<file path="config.mk">
export PLATFORM = sky130hd
export DESIGN_NAME = rb_window_stream_flat
export DESIGN_NICKNAME = d
export VERILOG_FILES = /design/src/rtl/rb_window_stream_if.sv /design/src/rtl/rb_window_stream.sv /design/src/flat_wrapper.sv
export SDC_FILE = /design/constraint.sdc
export NUM_CORES = 2
export LEC_CHECK = 0
export ABC_AREA = 1
export CAP_MARGIN = 20
export CELL_PAD_IN_SITES_DETAIL_PLACEMENT = 1
export CELL_PAD_IN_SITES_GLOBAL_PLACEMENT = 1
export CORE_MARGIN = 2
export CORE_UTILIZATION = 46
export DETAILED_ROUTE_END_ITERATION = 10
export PLACE_DENSITY = 0.79
export SLEW_MARGIN = 20
export SYNTH_ARGS = -nofsm -noshare
export SYNTH_HDL_FRONTEND = slang
export SYNTH_SLANG_ARGS = --single-unit
</file>
<file path="constraint.sdc">
create_clock -name clk -period 3.2 [get_ports clk]
set_input_delay 0.48 -clock clk [delete_from_list [all_inputs] [get_ports clk]]
set_output_delay 0.48 -clock clk [all_outputs]
set_load 0.005 [all_outputs]
</file>
<file path="src/rtl/rb_window_stream_if.sv">
// Pixel-in / column-out stream bundle for rb_window_stream.
// master = producer/consumer side, slave = the window generator.
interface rb_window_stream_if #(
    parameter int PIXEL_WIDTH = 8,
    parameter int K           = 3,
    parameter int IMG_WIDTH   = 128,
    parameter int IMG_HEIGHT  = 128
);
    localparam int XW = $clog2(IMG_WIDTH);
    localparam int YW = $clog2(IMG_HEIGHT);

    logic                     in_valid;
    logic                     in_ready;
    logic [PIXEL_WIDTH-1:0]   in_pixel;
    logic                     in_sof;
    logic                     out_valid;
    logic                     out_ready;
    logic [K*PIXEL_WIDTH-1:0] out_col;
    logic [XW-1:0]            out_x;
    logic [YW-1:0]            out_y;
    logic                     out_eof;

    modport master (
        output in_valid, in_pixel, in_sof, out_ready,
        input  in_ready, out_valid, out_col, out_x, out_y, out_eof
    );

    modport slave (
        input  in_valid, in_pixel, in_sof, out_ready,
        output in_ready, out_valid, out_col, out_x, out_y, out_eof
    );
endinterface

</file>
<file path="src/rtl/rb_window_stream.sv">
// Streaming K-row vertical column generator: buffers K-1 previous rows in
// per-lane RAMs and emits {current, row-1, ..., row-K+1} for every pixel.
module rb_window_stream #(
    parameter int PIXEL_WIDTH = 8,
    parameter int K           = 3,
    parameter int IMG_WIDTH   = 128,
    parameter int IMG_HEIGHT  = 128
) (
    input  logic              clk,
    input  logic              rst,
    rb_window_stream_if.slave s
);
    localparam int XW    = $clog2(IMG_WIDTH);
    localparam int YW    = $clog2(IMG_HEIGHT);
    localparam int PW    = PIXEL_WIDTH;
    localparam int LANES = K - 1;
    localparam int LW    = (LANES > 1) ? $clog2(LANES) : 1;

    localparam logic [XW-1:0] X_LAST = XW'(IMG_WIDTH - 1);
    localparam logic [YW-1:0] Y_LAST = YW'(IMG_HEIGHT - 1);
    localparam logic [YW-1:0] Y_PRIM = YW'(K - 1);
    localparam logic [LW-1:0] L_LAST = LW'(LANES - 1);

    logic [XW-1:0] x_reg, x_next, x_eff;
    logic [YW-1:0] y_reg, y_next, y_eff;
    logic [LW-1:0] lane_reg, lane_next, lane_eff;

    logic          s1_valid_reg;
    logic [PW-1:0] s1_pixel_reg;
    logic [XW-1:0] s1_x_reg;
    logic [YW-1:0] s1_y_reg;
    logic [LW-1:0] s1_lane_reg;

    logic              out_valid_reg;
    logic [K*PW-1:0]   out_col_reg;
    logic [XW-1:0]     out_x_reg;
    logic [YW-1:0]     out_y_reg;
    logic              out_eof_reg;

    logic              adv;
    logic              accept;
    logic [LANES*PW-1:0] rd_flat;
    logic [LANES*PW-1:0] rot_data;

    // The whole pipe advances only when the output slot is free or draining.
    assign adv        = !out_valid_reg || s.out_ready;
    assign s.in_ready = adv && !rst;
    assign accept     = s.in_valid && adv && !rst;

    // A start-of-frame pixel overrides the raster counters.
    assign x_eff    = s.in_sof ? '0 : x_reg;
    assign y_eff    = s.in_sof ? '0 : y_reg;
    assign lane_eff = s.in_sof ? '0 : lane_reg;

    always_comb begin
        x_next    = x_reg;
        y_next    = y_reg;
        lane_next = lane_reg;
        if (accept) begin
            if (x_eff == X_LAST) begin
                x_next = '0;
                if (y_eff == Y_LAST) begin
                    y_next    = '0;
                    lane_next = '0;
                end else begin
                    y_next    = y_eff + YW'(1);
                    lane_next = (lane_eff == L_LAST) ? '0 : lane_eff + LW'(1);
                end
            end else begin
                x_next    = x_eff + XW'(1);
                y_next    = y_eff;
                lane_next = lane_eff;
            end
        end
    end

    // Row buffer lanes: read-first, so the write of the new row returns the row it replaces.
    generate
        for (genvar gi = 0; gi < LANES; gi++) begin : g_lane
            logic [PW-1:0] mem [IMG_WIDTH];
            logic [PW-1:0] rd_reg;

            always_ff @(posedge clk) begin
                if (accept) begin
                    rd_reg <= mem[x_eff];
                    if (lane_eff == LW'(gi)) begin
                        mem[x_eff] <= s.in_pixel;
                    end
                end
            end

            assign rd_flat[gi*PW +: PW] = rd_reg;
        end
    endgenerate

    // Rotate lanes so the lane being overwritten (oldest row) lands in the lowest slice.
    generate
        for (genvar gi = 0; gi < LANES; gi++) begin : g_rot
            logic [LW:0]   sum;
            logic [LW-1:0] sel;

            assign sum = {1'b0, s1_lane_reg} + (LW+1)'(gi);
            assign sel = (sum >= (LW+1)'(LANES)) ? LW'(sum - (LW+1)'(LANES)) : sum[LW-1:0];
            assign rot_data[gi*PW +: PW] = rd_flat[sel*PW +: PW];
        end
    endgenerate

    always_ff @(posedge clk) begin
        if (accept) begin
            s1_pixel_reg <= s.in_pixel;
            s1_x_reg     <= x_eff;
            s1_y_reg     <= y_eff;
            s1_lane_reg  <= lane_eff;
        end
    end

    always_ff @(posedge clk) begin
        if (rst) begin
            x_reg         <= '0;
            y_reg         <= '0;
            lane_reg      <= '0;
            s1_valid_reg  <= 1'b0;
            out_valid_reg <= 1'b0;
            out_col_reg   <= '0;
            out_x_reg     <= '0;
            out_y_reg     <= '0;
            out_eof_reg   <= 1'b0;
        end else begin
            x_reg    <= x_next;
            y_reg    <= y_next;
            lane_reg <= lane_next;
            if (adv) begin
                s1_valid_reg  <= accept;
                // Priming rows never reach the consumer.
                out_valid_reg <= s1_valid_reg && (s1_y_reg >= Y_PRIM);
                out_col_reg   <= {s1_pixel_reg, rot_data};
                out_x_reg     <= s1_x_reg;
                out_y_reg     <= s1_y_reg;
                out_eof_reg   <= s1_valid_reg && (s1_x_reg == X_LAST) && (s1_y_reg == Y_LAST);
            end
        end
    end

    assign s.out_valid = out_valid_reg;
    assign s.out_col   = out_col_reg;
    assign s.out_x     = out_x_reg;
    assign s.out_y     = out_y_reg;
    assign s.out_eof   = out_eof_reg;

endmodule

</file>
<file path="src/flat_wrapper.sv">
// flat-port wrapper written by rule: the top's interface ports become plain ports
module rb_window_stream_flat 
#(
    parameter int PIXEL_WIDTH = 8,
    parameter int K           = 3,
    parameter int IMG_WIDTH   = 128,
    parameter int IMG_HEIGHT  = 128
)
  (clk, rst, s_in_valid, s_in_pixel, s_in_sof, s_out_ready, s_in_ready, s_out_valid, s_out_col, s_out_x, s_out_y, s_out_eof);
  rb_window_stream_if #(.PIXEL_WIDTH(PIXEL_WIDTH), .K(K), .IMG_WIDTH(IMG_WIDTH), .IMG_HEIGHT(IMG_HEIGHT)) s_i ();
  input  logic clk;
  input  logic rst;
  input wire logic [$bits(s_i.in_valid)-1:0] s_in_valid;
  input wire logic [$bits(s_i.in_pixel)-1:0] s_in_pixel;
  input wire logic [$bits(s_i.in_sof)-1:0] s_in_sof;
  input wire logic [$bits(s_i.out_ready)-1:0] s_out_ready;
  output wire logic [$bits(s_i.in_ready)-1:0] s_in_ready;
  output wire logic [$bits(s_i.out_valid)-1:0] s_out_valid;
  output wire logic [$bits(s_i.out_col)-1:0] s_out_col;
  output wire logic [$bits(s_i.out_x)-1:0] s_out_x;
  output wire logic [$bits(s_i.out_y)-1:0] s_out_y;
  output wire logic [$bits(s_i.out_eof)-1:0] s_out_eof;
  assign s_i.in_valid = s_in_valid;
  assign s_i.in_pixel = s_in_pixel;
  assign s_i.in_sof = s_in_sof;
  assign s_i.out_ready = s_out_ready;
  assign s_in_ready = s_i.in_ready;
  assign s_out_valid = s_i.out_valid;
  assign s_out_col = s_i.out_col;
  assign s_out_x = s_i.out_x;
  assign s_out_y = s_i.out_y;
  assign s_out_eof = s_i.out_eof;
  rb_window_stream #(.PIXEL_WIDTH(PIXEL_WIDTH), .K(K), .IMG_WIDTH(IMG_WIDTH), .IMG_HEIGHT(IMG_HEIGHT)) u_core (.clk(clk), .rst(rst), .s(s_i));
endmodule
</file>
==> metrics.txt <==
# TYPE chip_impl_metric gauge
chip_impl_metric{name="grt.overflow.total",unit=""} 0
chip_impl_metric{name="cts_buffer_depth",unit=""} 3
chip_impl_info{name="criticalPathCategory",value="in -> reg"} 1
chip_impl_metric{name="synth_async_sr_flop_share",unit="%"} 0
chip_impl_info{name="timing.critical_path.to_type",value="flop"} 1
chip_impl_metric{name="row_count",unit=""} 162
chip_impl_metric{name="maxCapViolCount",unit=""} 0
chip_impl_metric{name="max_reg_flops",unit=""} 2048
chip_impl_metric{name="fillerInstances",unit=""} 20603
chip_impl_info{name="violations_in_the_final_reports",value="negative setup slack"} 1
chip_impl_metric{name="clk-insertion-delay-late",unit="ps"} 890
chip_impl_metric{name="post_route_cell_area",unit="um2"} 107000
chip_impl_metric{name="post-route-drc-count",unit=""} 0
chip_impl_metric{name="die-area",unit="um2"} 199000
chip_impl_info{name="cts_root_buffer",value="sky130_fd_sc_hd__clkbuf_16"} 1
chip_impl_metric{name="reported_leakage_power",unit="nW"} 43.2
chip_impl_metric{name="synth_edf_count",unit=""} 2087
chip_impl_metric{name="synth_sequential_area_ratio",unit="%"} 71.0
chip_impl_metric{name="drt.antenna.violating_nets",unit=""} 0
chip_impl_metric{name="core_region_area",unit="um2"} 195000
chip_impl_metric{name="path_max_fanout",unit=""} 28
chip_impl_metric{name="timing.fmax",unit="MHz"} 307
chip_impl_metric{name="placed_cell_area",unit="um2"} 99700
chip_impl_metric{name="hold_viol",unit=""} 0
chip_impl_metric{name="critPathArrivalTime",unit="ps"} 3860
chip_impl_metric{name="number_of_antenna_violations_at_the_first_check_in_global_routing",unit=""} 7
chip_impl_metric{name="port_buffers",unit=""} 53
chip_impl_metric{name="gp_congestion",unit=""} 0.906
chip_impl_metric{name="num_io_pins",unit=""} 54
chip_impl_metric{name="firstDrtPassIters",unit=""} 8
chip_impl_info{name="cts_tree",value="yes"} 1
chip_impl_metric{name="clock-sinks",unit=""} 2143
chip_impl_metric{name="power.density_cell_area",unit="nW/um2"} 555
chip_impl_metric{name="vias_per_cell",unit=""} 5.84
chip_impl_metric{name="finish.utilization",unit="%"} 54.8
chip_impl_metric{name="synthDistinctLibCells",unit=""} 34
chip_impl_info{name="outcome",value="complete, but fails checks"} 1
chip_impl_metric{name="dpl_worst_slack",unit="ps"} -904
chip_impl_metric{name="drt_iter0_markers",unit=""} 8078
chip_impl_info{name="most_instantiated_flip_flop_cell_in_the_synthesis_netlist",value="sky130_fd_sc_hd__edfxtp_1"} 1
chip_impl_metric{name="routed-via-count",unit=""} 69899
chip_impl_metric{name="synth_warnings",unit=""} 0
chip_impl_metric{name="total_power_draw",unit="mW"} 59.2
chip_impl_metric{name="synth.net_count",unit=""} 8623
chip_impl_metric{name="clk_pin_slew",unit="ps"} 60
chip_impl_metric{name="first_pass_grt_wire_length",unit="mm"} 469
chip_impl_metric{name="final_max_tran_viols",unit=""} 0
chip_impl_metric{name="route.final.wire_length",unit="mm"} 317
chip_impl_info{name="rsz0062_at_grt",value="no"} 1
chip_impl_metric{name="timing.slew.headroom",unit="%"} 19.6
chip_impl_metric{name="period_needed",unit="ps"} 3260
chip_impl_info{name="worst_hold_path_type",value="in -> reg"} 1
chip_impl_metric{name="globalRouteTotalUtil",unit="%"} 31.5
chip_impl_metric{name="detail_route.wl_per_cell",unit="um"} 26.5
chip_impl_metric{name="post_route_cells_drive_above_1_share",unit="%"} 13.1
chip_impl_metric{name="maximum_number_of_pins_on_one_net_before_global_route_repair",unit=""} 112
chip_impl_metric{name="crit_required",unit="ps"} 3810
chip_impl_metric{name="worst_slew_pin_slew",unit="ps"} 1210
chip_impl_metric{name="detailed_place_hpwl",unit="mm"} 198
chip_impl_metric{name="setup_viol_count_final",unit=""} 2
chip_impl_metric{name="cts-buffers-inserted",unit=""} 214
chip_impl_metric{name="cell_area_after_synthesis",unit="um2"} 89900
chip_impl_metric{name="worst_clock_skew",unit="ps"} 55.7
chip_impl_metric{name="initial_utilization",unit="%"} 46.2
chip_impl_metric{name="die_span_x",unit="um"} 446
chip_impl_info{name="critPathLaunchType",value="primary input"} 1
chip_impl_metric{name="area.growth.synth_to_final",unit="%"} 18.7
chip_impl_metric{name="first_global_vias",unit=""} 73872
chip_impl_metric{name="post_synth.cell_area_avg",unit="um2"} 10.4
chip_impl_metric{name="synth_cells",unit=""} 8608
chip_impl_metric{name="ys_ff_latch",unit=""} 2143
chip_impl_metric{name="post-route-period-util",unit="%"} 102
chip_impl_metric{name="cts-htree-levels",unit=""} 4
chip_impl_metric{name="finalNetCount",unit=""} 9245
chip_impl_metric{name="worst_hold_slack_across_all_endpoints",unit="ps"} 95.2
chip_impl_metric{name="post-route-worst-setup-slack",unit="ps"} -55.9
chip_impl_metric{name="irDropWorstVdd",unit="mV"} 0.590
chip_impl_metric{name="post-cts-setup-buffer-count",unit=""} 0
chip_impl_metric{name="die_h",unit="um"} 446
worst max-delay path, stage by stage:
cell and delay (ps):
sky130_fd_sc_hd__clkdlybuf4s50_1 610, sky130_fd_sc_hd__inv_4 260, sky130_fd_sc_hd__nand2_4 180, sky130_fd_sc_hd__buf_4 250, sky130_fd_sc_hd__buf_12 170, sky130_fd_sc_hd__buf_12 160
sky130_fd_sc_hd__buf_4 160, sky130_fd_sc_hd__nand2_1 60, sky130_fd_sc_hd__nand2_1 50, sky130_fd_sc_hd__nand2_1 70, sky130_fd_sc_hd__nand2_1 60, sky130_fd_sc_hd__nand2_1 50
sky130_fd_sc_hd__nand2_1 100, sky130_fd_sc_hd__nand2_1 90, sky130_fd_sc_hd__nand2_1 170, sky130_fd_sc_hd__nor2_1 210, sky130_fd_sc_hd__nor2_1 80, sky130_fd_sc_hd__nor2_1 470
sky130_fd_sc_hd__nand2_1 150
power by group:
part | internal (mW) | switching, mW | leakage (nW)
Combinational | 0.812 | 2.21 | 20.6
Sequential | 30.8 | 0.0551 | 19.2
Clock | 14.1 | 11.2 | 3.38
per-layer routing:
layer | global-route usage, % | vias to the layer above | share of wire (%)
li1 | - | 29944 | -
met1 | 40.2 | 35161 | 38
met2 | 52.4 | 3869 | 48
met3 | 4.82 | 923 | 8.8
met4 | 15.9 | 2 | 5.4
met5 | 0 | - | 0.0028
cells in the mapped netlist (all sizes together), types with 3 or more instances:
master,number,area [um2]
clkbuf,211,792
or2,15,93.9
nand3,551,2760
a21boi,3,22.5
edfxtp,2087,62700
nor3,257,1290
buf,302,1460
nand2,4470,16800
inv,135,507
o32ai,17,149
o21ai,36,180
a21oi,68,340
dfxtp,56,1120
nand4,8,50.1
o211ai,33,248
nor2,347,1350
logic make-up (layout without fill, tap and decap cells):
logic type               Yosys count  after routing  synth area share [%]
buffers and inverters            650           1458                  3.07
adder cells (fa/ha/maj)            2              2                0.0278
AND/OR/NAND/NOR                 5651           5651                  24.9
AO/OA/AOI/OAI                    162            162                  1.08
flip-flops                      2143           2143                  71.0
other                              0              2                     0
worst paths after layout:
check                                               startpoint  slack [ps]                                    to  cells past startpoint
worst min-delay path                             s_in_pixel[5]         100  u_core.g_lane[0].mem[6][5]$_DFFE_PP_                      1
worst min register to register  u_core.s.out_x[5]$_SDFFE_PP0N_         470        u_core.s.out_x[5]$_SDFFE_PP0N_                      2
worst max-delay path                                  s_in_sof         -60  u_core.g_lane[0].rd_reg[0]$_DFFE_PN_                     19
worst max register to register    u_core.x_reg[0]$_SDFFE_PP0N_          10  u_core.g_lane[0].rd_reg[0]$_DFFE_PN_                     17
timing repair:
| item | CTS | global route |
|---|---|---|
| endpoints found under the setup margin | 0 | 6 |
| endpoints found under the hold margin | 54 | 0 |
| hold buffers | 2 | 0 |
| resized for setup | 0 | 3 |
metrics by stage:
step | setup TNS, ps | instances
2_1_floorplan | 0 | 8608
3_3_place_gp | -306340 | 11554
3_5_place_dp | -493320 | 11554
4_1_cts | 0 | 11958
5_1_grt | 0 | 11959
6_report | -58.2 | 11960
layout by cell type (no fill, tap or decap), drive strengths merged:
cell and count:
clkinv 101, a21oi 68, clkinvlp 4, buf 873, diode 2, dfxtp 56
dlygate4sd3 2, nor2 347, a21boi 3, nand3 551, edfxtp 2087, nand2 4470
inv 143, o21a 2, o21ai 36, clkbuf 271, nand3b 2, o211ai 33
bufinv 20, nor3 257, ha 2, o31ai 1, o32ai 17, or2 15
nand4 8, nor4 1, clkdlybuf4s50 44, o22ai 2
final cells by class:
type                    instances  area, um2  share of cell area, %
diodes                          2       5.00                0.00469
clock buffers                 271       5640                   5.29
clock inverters               131       1260                   1.18
inverters                     137        532                  0.498
multi-input cells            5815      23500                   22.0
flip-flops and latches       2143      63800                   59.8
well taps                    2542       3180                   2.98
repair buffers                919       8790                   8.24
(Power assumes the default switching activity.)
